### src/rtl/pipe_ctrl_unit.sv
// pipe_ctrl_unit: ID-stage decode, hazard/stall control and the ID/EX control register
module pipe_ctrl_unit #(
    parameter int RA_W     = 4,
    parameter int FWD_EN   = 0,
    parameter int MEM_WAIT = 0
) (
    input  logic            clk,
    input  logic            rst,
    input  logic            in_valid,
    input  logic [3:0]      cond,
    input  logic [1:0]      mode,
    input  logic [3:0]      opCode,
    input  logic            s,
    input  logic            i,
    input  logic [RA_W-1:0] rn,
    input  logic [RA_W-1:0] rm,
    input  logic [RA_W-1:0] rd,
    input  logic [3:0]      status_nzcv,
    output logic            ex_valid,
    output logic            ex_WB_EN,
    output logic            ex_MEM_R_EN,
    output logic            ex_MEM_W_EN,
    output logic            ex_B,
    output logic            ex_S,
    output logic            ex_Imm,
    output logic [3:0]      ex_EXE_CMD,
    output logic [RA_W-1:0] ex_dest,
    output logic            stall,
    output logic            flush
);
    typedef struct packed {
        logic            valid;
        logic            wb;
        logic            mr;
        logic            mw;
        logic            b;
        logic            s;
        logic            imm;
        logic [3:0]      cmd;
        logic [RA_W-1:0] dest;
    } ctl_t;

    typedef enum logic {RUN, HOLD} state_t;

    state_t          state, state_nx;
    logic [3:0]      cnt, cnt_nx;
    ctl_t            ex_q, ex_nx, dec;
    logic            mem_valid, mem_wb;
    logic [RA_W-1:0] mem_dest;
    logic            n, z, c, v;
    logic            use_rn, use_rm, use_rd, cmp_tst;
    logic            cond_ok, hit_ex, hit_mem, data_haz, flag_haz, haz, issue;

    assign {n, z, c, v} = status_nzcv;
    assign {ex_valid, ex_WB_EN, ex_MEM_R_EN, ex_MEM_W_EN, ex_B, ex_S, ex_Imm, ex_EXE_CMD, ex_dest} = ex_q;
    assign cmp_tst = opCode == 4'd10 || opCode == 4'd8;
    assign use_rn = !(mode == 2'd2 || (mode == 2'd0 && (opCode == 4'd13 || opCode == 4'd15)));
    assign use_rm = mode == 2'd0 && !i;
    assign use_rd = mode == 2'd1 && !s;

    // Decode the IF/ID instruction into EX controls; unknown opcodes and mode 3 become a valid NOP
    always_comb begin
        dec = '0;
        dec.valid = 1'b1;
        case (mode)
            2'd0: begin
                case (opCode)
                    4'd13:   dec.cmd = 4'd1;
                    4'd15:   dec.cmd = 4'd9;
                    4'd4:    dec.cmd = 4'd2;
                    4'd5:    dec.cmd = 4'd3;
                    4'd2:    dec.cmd = 4'd4;
                    4'd6:    dec.cmd = 4'd5;
                    4'd0:    dec.cmd = 4'd6;
                    4'd12:   dec.cmd = 4'd7;
                    4'd1:    dec.cmd = 4'd8;
                    4'd10:   dec.cmd = 4'd4;
                    4'd8:    dec.cmd = 4'd6;
                    default: dec.cmd = 4'd0;
                endcase
                if (dec.cmd != 4'd0) begin
                    dec.wb   = !cmp_tst;
                    dec.s    = cmp_tst | s;
                    dec.imm  = i;
                    dec.dest = rd;
                end
            end
            2'd1: begin
                dec.cmd  = 4'd2;
                dec.s    = s;
                dec.imm  = 1'b1;
                dec.wb   = s;
                dec.mr   = s;
                dec.mw   = !s;
                dec.dest = rd;
            end
            2'd2: begin
                dec.b   = 1'b1;
                dec.imm = 1'b1;
            end
            default: ;
        endcase
    end

    // Evaluate the ARM condition code against the current flags
    always_comb begin
        case (cond)
            4'd0:    cond_ok = z;
            4'd1:    cond_ok = !z;
            4'd2:    cond_ok = c;
            4'd3:    cond_ok = !c;
            4'd4:    cond_ok = n;
            4'd5:    cond_ok = !n;
            4'd6:    cond_ok = v;
            4'd7:    cond_ok = !v;
            4'd8:    cond_ok = c && !z;
            4'd9:    cond_ok = !c || z;
            4'd10:   cond_ok = n == v;
            4'd11:   cond_ok = n != v;
            4'd12:   cond_ok = !z && n == v;
            4'd13:   cond_ok = z || n != v;
            4'd14:   cond_ok = 1'b1;
            default: cond_ok = 1'b0;
        endcase
    end

    assign hit_ex   = (use_rn && rn == ex_dest) || (use_rm && rm == ex_dest) || (use_rd && rd == ex_dest);
    assign hit_mem  = (use_rn && rn == mem_dest) || (use_rm && rm == mem_dest) || (use_rd && rd == mem_dest);
    assign data_haz = FWD_EN != 0 ? ex_valid && ex_MEM_R_EN && hit_ex
                                  : (ex_valid && ex_WB_EN && hit_ex) || (mem_valid && mem_wb && hit_mem);
    assign flag_haz = cond != 4'd14 && ex_valid && ex_S;
    assign haz      = in_valid && (data_haz || flag_haz);
    assign flush    = ex_valid && ex_B;

    // FSM state register: RUN/HOLD plus the remaining memory-wait count
    always_ff @(posedge clk or negedge rst) begin
        if (!rst) begin
            state <= RUN;
            cnt   <= '0;
        end else begin
            state <= state_nx;
            cnt   <= cnt_nx;
        end
    end

    // FSM next state: a memory op entering EX starts a hold that ends once the count reaches 1
    always_comb begin
        state_nx = state;
        cnt_nx   = cnt;
        if (state == HOLD) begin
            cnt_nx   = cnt - 4'd1;
            state_nx = cnt == 4'd1 ? RUN : HOLD;
        end else if (issue && mode == 2'd1 && MEM_WAIT != 0) begin
            cnt_nx   = 4'(MEM_WAIT);
            state_nx = HOLD;
        end
    end

    // FSM outputs: flush beats hold, hold beats hazards, otherwise issue decode or bubble
    always_comb begin
        stall = !flush && (state == HOLD || haz);
        issue = state == RUN && !flush && !haz && in_valid && cond_ok;
        ex_nx = (state == HOLD && !flush) ? ex_q : (issue ? dec : '0);
    end

    // ID/EX and MEM pipeline registers; MEM takes a bubble while EX is held
    always_ff @(posedge clk or negedge rst) begin
        if (!rst) begin
            ex_q      <= '0;
            mem_valid <= 1'b0;
            mem_wb    <= 1'b0;
            mem_dest  <= '0;
        end else begin
            ex_q      <= ex_nx;
            mem_valid <= state == HOLD ? 1'b0 : ex_valid;
            mem_wb    <= state == HOLD ? 1'b0 : ex_WB_EN;
            mem_dest  <= state == HOLD ? '0 : ex_dest;
        end
    end
endmodule

### config.mk
export PLATFORM = sky130hd
export DESIGN_NAME = pipe_ctrl_unit
export DESIGN_NICKNAME = d
export VERILOG_FILES = /design/src/rtl/pipe_ctrl_unit.sv
export SDC_FILE = /design/constraint.sdc
export NUM_CORES = 1
export LEC_CHECK = 0
export CAP_MARGIN = 10
export CORE_AREA = 2 2 60 85
export CTS_BUF_LIST = sky130_fd_sc_hd__clkbuf_2
export DETAILED_ROUTE_END_ITERATION = 10
export DIE_AREA = 0 0 62 87
export GPL_TIMING_DRIVEN = 0
export PLACE_DENSITY_LB_ADDON = 0.12
export SKIP_LAST_GASP = 1
export SYNTH_ARGS = -nofsm -noshare
export SYNTH_HDL_FRONTEND = slang
export SYNTH_SLANG_ARGS = --single-unit
### constraint.sdc
create_clock -name clk -period 2.91 [get_ports clk]
set_input_delay 0.582 -clock clk [delete_from_list [all_inputs] [get_ports clk]]
set_output_delay 0.582 -clock clk [all_outputs]
set_load 0.02 [all_outputs]
After elaboration in Yosys (flattened, before gate mapping)
Memories as Yosys holds them, arrays and structs flattened.
Cells that the tools add are included.

cells by class
  $add $sub $neg = 1
  eq/ne operators = 30
  muxes and demuxes = 17
  bitwise operators = 2
  reduce and logical (&&, ||, !) cells = 51

operators with widths
  operator             number
  $eq 4x4->1 const B   11
  $logic_and 1x1->1    25
  $eq 4x4->1           6
  $eq 4x3->1 const B   4
  $pmux 8 s2           1
  $mux 15              1
  $pmux 1 s15          1
  $logic_or 1x1->1     12
  $mux 4               3
  $logic_not 1->1      10
  $eq 4x1->1 const B   2
  $eq 4x2->1 const B   2
  $mux 1               6
  $pmux 1 s2           3
  $logic_not 4->1      1
  $mux 2               2
  $ne 4x4->1 const B   1
  $reduce_bool 4->1    1
  $sub 4x1->4 const B  1
  $eq 2x1->1 const B   1
  $eq 2x2->1 const B   1
  $logic_not 2->1      1
  $reduce_or 2->1      1
  $eq 1x1->1           1
  other kinds (3)      3

word-level totals
  bits of input ports = 31
  memories kept = 1
  logic and storage cells = 116
  bits in registers = 26
  ROM bits = 64
  output and inout port bits = 17

memory list
  memory           depth  bits a word  read ports  clocked after memory_dff  wr ports  RTL line  source
  (no name shown)  16     4            1           0                         0         67        case (opCode)

Logic depth before layout (Yosys ltp)
  word-level depth = 17
  gate-level depth with buffers = 9

Worst setup path after synthesis
OpenSTA, ideal clock, no wires.

  kind = input to output
  from = input port cond[0]
  to = output port stall
  data required time = 2.328 ns
  cell stages on the path = 5
  data arrival time = 1.758 ns
  buffers on the path = 1
  slack = 0.570 ns
  cell sequence = buf_2 > or3_1 > a31oi_1 > nand4_4 > o221a_2

between the ends
  cells in the longest elaborated chain, start to end = 7

ends and longest elaborated chain
  element                         RTL line  source
  start: declaration              10        input logic [3:0] cond,
  $ne 4x4->1                      131       assign flag_haz = cond != 4'd14 && ex_valid && ex_S;
  $logic_and 1x1->1 (2 in a row)  131
  $logic_or 1x1->1                132       assign haz = in_valid && (data_haz || flag_haz);
  $logic_and 1x1->1               132
  $logic_or 1x1->1                161       stall = !flush && (state == HOLD || haz);
  $logic_and 1x1->1               161
  end: declaration                28        output logic stall,

Every way passes these cells.

Worst setup path after layout
  from = input port opCode[3]
  to = output port stall

between the ends
  cells in the longest elaborated chain, start to end = 14
  elaborated cells between the ends (all ways) = 19

ends and longest elaborated chain
  element                                                  RTL line  source
  start: declaration                                       12        input logic [3:0] opCode,
  $eq 4x4->1                                               57        assign use_rn = !(mode == 2'd2 || (mode == 2'd0 && (opCode == 4'd13 || opCode == 4'd15)));
  $logic_or 1x1->1 *                                       57
  $logic_and 1x1->1 *                                      57
  $logic_or 1x1->1 *                                       57
  $logic_not 1->1 *                                        57
  $logic_and 1x1->1, on equally long branches              127, 128
  $logic_or 1x1->1, on equally long branches (2 in a row)  127, 128
  $logic_and 1x1->1                                        130       : (ex_valid && ex_WB_EN && hit_ex) || (mem_valid && mem_wb && hit_mem);
  $logic_or 1x1->1 *                                       130
  $logic_or 1x1->1 *                                       132
  $logic_and 1x1->1 *                                      132
  $logic_or 1x1->1 *                                       161
  $logic_and 1x1->1 *                                      161

Every way passes the cells marked *; elsewhere a longest branch is shown, timed or not.

==> summary.txt <==
Synthesis
  – Leading area contributor after synthesis: dfrtp_1
  – Yosys warns: 0
  – Yosys top cell area share: 0.361
  – Synth top area cells: dfrtp_1, xor2_1, ha_1
  – Post-Synthesis Cells: 184
  – Unique masters post-synth: 45
  – Mapped Area: 1800 um2
  – Post-synth EDFFs: 0
  – Ys async rst share: 1.00
  – Top_reg_cell synth: dfrtp_1
  – Mean Syn Cell Area: around 10 um2
  – Yosys reg bits: 26
  – Synthesized Nets: 226
  – Seq/Total Area, Yosys: 0.361

Drt
  – Metal3 WL: roughly 110 um
  – Final wirelength: around 4300 um
  – Max layer used: met4
  – M1 WL: about 1700 um
  – Via count: 1523
  – Router iterations before antenna repair: 6
  – Avg Vias per Cell: 5.08
  – DRC violations left: 0
  – Met2 WL: ~2500 um
  – Initial DRC Count: 26
  – Wirelength per Cell: ~14 um
  – Remaining antenna violation count: 0

STA
  – Total negative setup slack: 0 ps
  – Tcrit/Tclk final: 0.956
  – Finish-stage setup viols: 0
  – Max frequency: between 300 and 400 MHz
  – Hold Fails Final Rpt: 0
  – Clock skew: between 15 and 20 ps
  – Worst-margin pin slew: approximately 530 ps
  – RSZ-0062 raised after global routing: no
  – Tmin final: between 2000 and 3000 ps
  – Fin worst setup slack: about 130 ps
  – Slew HR: 0.648
  – Hold Slack: 489 ps
  – Max Slew Vio Count: 0

Run status
  – Status: finished, final reports clean

Worst setup path
  – Worst setup EP type: output port
  – Delay-heaviest family, CP: buffers and inverters
  – WP buf/inv: 3
  – CP peak stage delay: 450 ps
  – Req. time, crit path: approximately 2300 ps
  – Worst EP arrival: around 2200 ps
  – Worst-path cell with the longest stage delay: clkdlybuf4s50_1
  – Critical Path Start Type: primary input
  – Crit-path max FO: 10
  – Critical path type: primary input to output port
  – CP Cell Sequence: clkdlybuf4s50_1 > buf_4 > o2111a_1 > nor2_2 > nand2_1 > a31oi_4 > o221a_2 > buf_2

Final layout
  – Area grow syn2layout: 37.2%
  – Most common cell after layout, fill and taps aside: clkdlybuf4s50_1
  – # nets final: 279
  – Post-route cell area: ~2500 um2
  – Leading cell types in the layout, fill and taps excluded: clkdlybuf4s50_1, dfrtp_1, xor2_1
  – N_diodes: 0
  – Share of layout cells above drive strength 1: 0.114

Clock tree
  – CTS Root Cell: clkbuf_2
  – Post-CTS Hold Fix Bufs: 0
  – CTS tree: yes
  – Worst-path clk slew: 260 ps
  – CTS sink cnt: 26
  – Worst skew pair latency: ~350 ps
  – Num CTS Buffers: 3
  – H-tree Lvls: 1
  – CTS Buffer Depth: 2

Flow run
  – Max capacitance violation total: 0

Global routing
  – Initial antenna violation count: 0
  – Largest net degree at the start of global routing: 27
  – Overflow after GRT: 0
  – First-pass GRT wire length: 7040 um
  – Number of global-route vias before repair: between 1500 and 2000
  – GRT Total Usage: 0.173

Placement
  – Placed instance area: around 2300 um2
  – HPWL Detailed: around 3500 um
  – Pre-CTS WS: -718 ps
  – Final RePlAce weighted congestion: around 0.78
  – PortBufs: 46

Die
  – Initial core utilization: 0.385
  – Die area: approximately 5400 um2
  – Die width: around 62 um
  – Ports: 48
  – CORE AREA: roughly 4700 um2
  – # rows: 30
  – Die Height: a little under 90 um

Worst hold path
  – HP Class: primary input to async pin

Pwr
  – Leak pwr: roughly 1.1 nW
  – Pwr/cell area: 341 nW/um2
  – Power, Total: approximately 840 uW
  – VDD IR-drop max: roughly 0.17 mV
-- cells in the mapped netlist, drive strengths merged (2+ instances only) --
master   instances
mux2i            2
clkbuf           3
nand2b           7
buf              3
a32o             7
xor2            16
nor2b            7
nor3             4
a31oi            2
nand2           12
ha              11
o21ai            4
nor2             9
nand3            3
a22o             8
xnor2           15
dfrtp           26
a21o             2
o2111ai          2
inv             15
nand4            7
a21oi            2
-- cell families after synthesis --
family / after synthesis / synth area share
AOI/OAI and AO/OA: 36 / 0.170
xor gates and xnor gates: 31 / 0.150
muxes: 2 / 0.0111
buffers and inverters: 21 / 0.0492
and+or+nand+nor: 57 / 0.182
DFF: 26 / 0.361
adders and majority gates: 11 / 0.0763
-- flip-flops by register name, summed over array words and instances (netlist names) --
register     cells
ex_MEM_W_EN      1
ex_S             1
ex_Imm           1
ex_B             1
cnt              4
state            1
mem_valid        1
ex_valid         1
ex_EXE_CMD       4
ex_MEM_R_EN      1
mem_dest         4
mem_wb           1
ex_dest          4
ex_WB_EN         1
-- final timing paths --
| check | start | to | slack (ps) | cells past startpoint |
|---|---|---|---|---|
| min reg2reg | cnt[3] | cnt[3] | 500 | 1 |
| max reg2reg | mem_dest[2] | ex_S | 980 | 8 |
| max in group asynchronous | rst | ex_EXE_CMD[2] | 1960 | 2 |
| min in group clk | cnt[3] | cnt[3] | 500 | 1 |
| min | rst | mem_dest[2] | 490 | 1 |
| max | opCode[3] | stall | 130 | 8 |
-- metal layers --
layer / vias to the layer above / track usage
li1: 756 / -
met1: 736 / 0.206
met2: 29 / 0.313
met3: 2 / 0.0104
met4: 0 / 0.0580
met5: - / 0
-- repair_timing --
item                       4_1_cts  5_1_grt
setup buffers                    1        0
pin swaps                        6        0
setup endpoints to repair        1        1
gates resized for setup         22        5
-- worst register-to-register path: cells and delay by family (launching register included) --
family / cells / cell delay (ps)
buf+inv: 2 / 290
simple gates: 3 / 490
flops: 1 / 500
compound gates: 2 / 400
xor+xnor: 1 / 160
-- power by group --
group          internal, mW  switching (mW)  total [mW]  leakage (nW)
Combinational         0.114           0.105       0.219         0.757
Clock                 0.118           0.110       0.229        0.0266
Sequential            0.377          0.0190       0.396         0.356
-- through the flow --
stage	utilization	instances
after floorplan	-	184
after global placement	0.500	294
after detailed placement	0.500	294
after CTS	0.521	299
after global routing	0.527	300
final	0.527	300
-- cell type report --
cell class              instances  area, um2
well taps                      64       80.1
clock buffers                   3       15.0
clock inverters                 1       30.0
plain buffers                   6       35.0
repair buffers                 48        482
inverters                      15       56.3
multi-input cells             137       1130
fillers                       447       2220
flip-flops and latches         26        651
No activity file was read; power rests on OpenSTA's default activity.
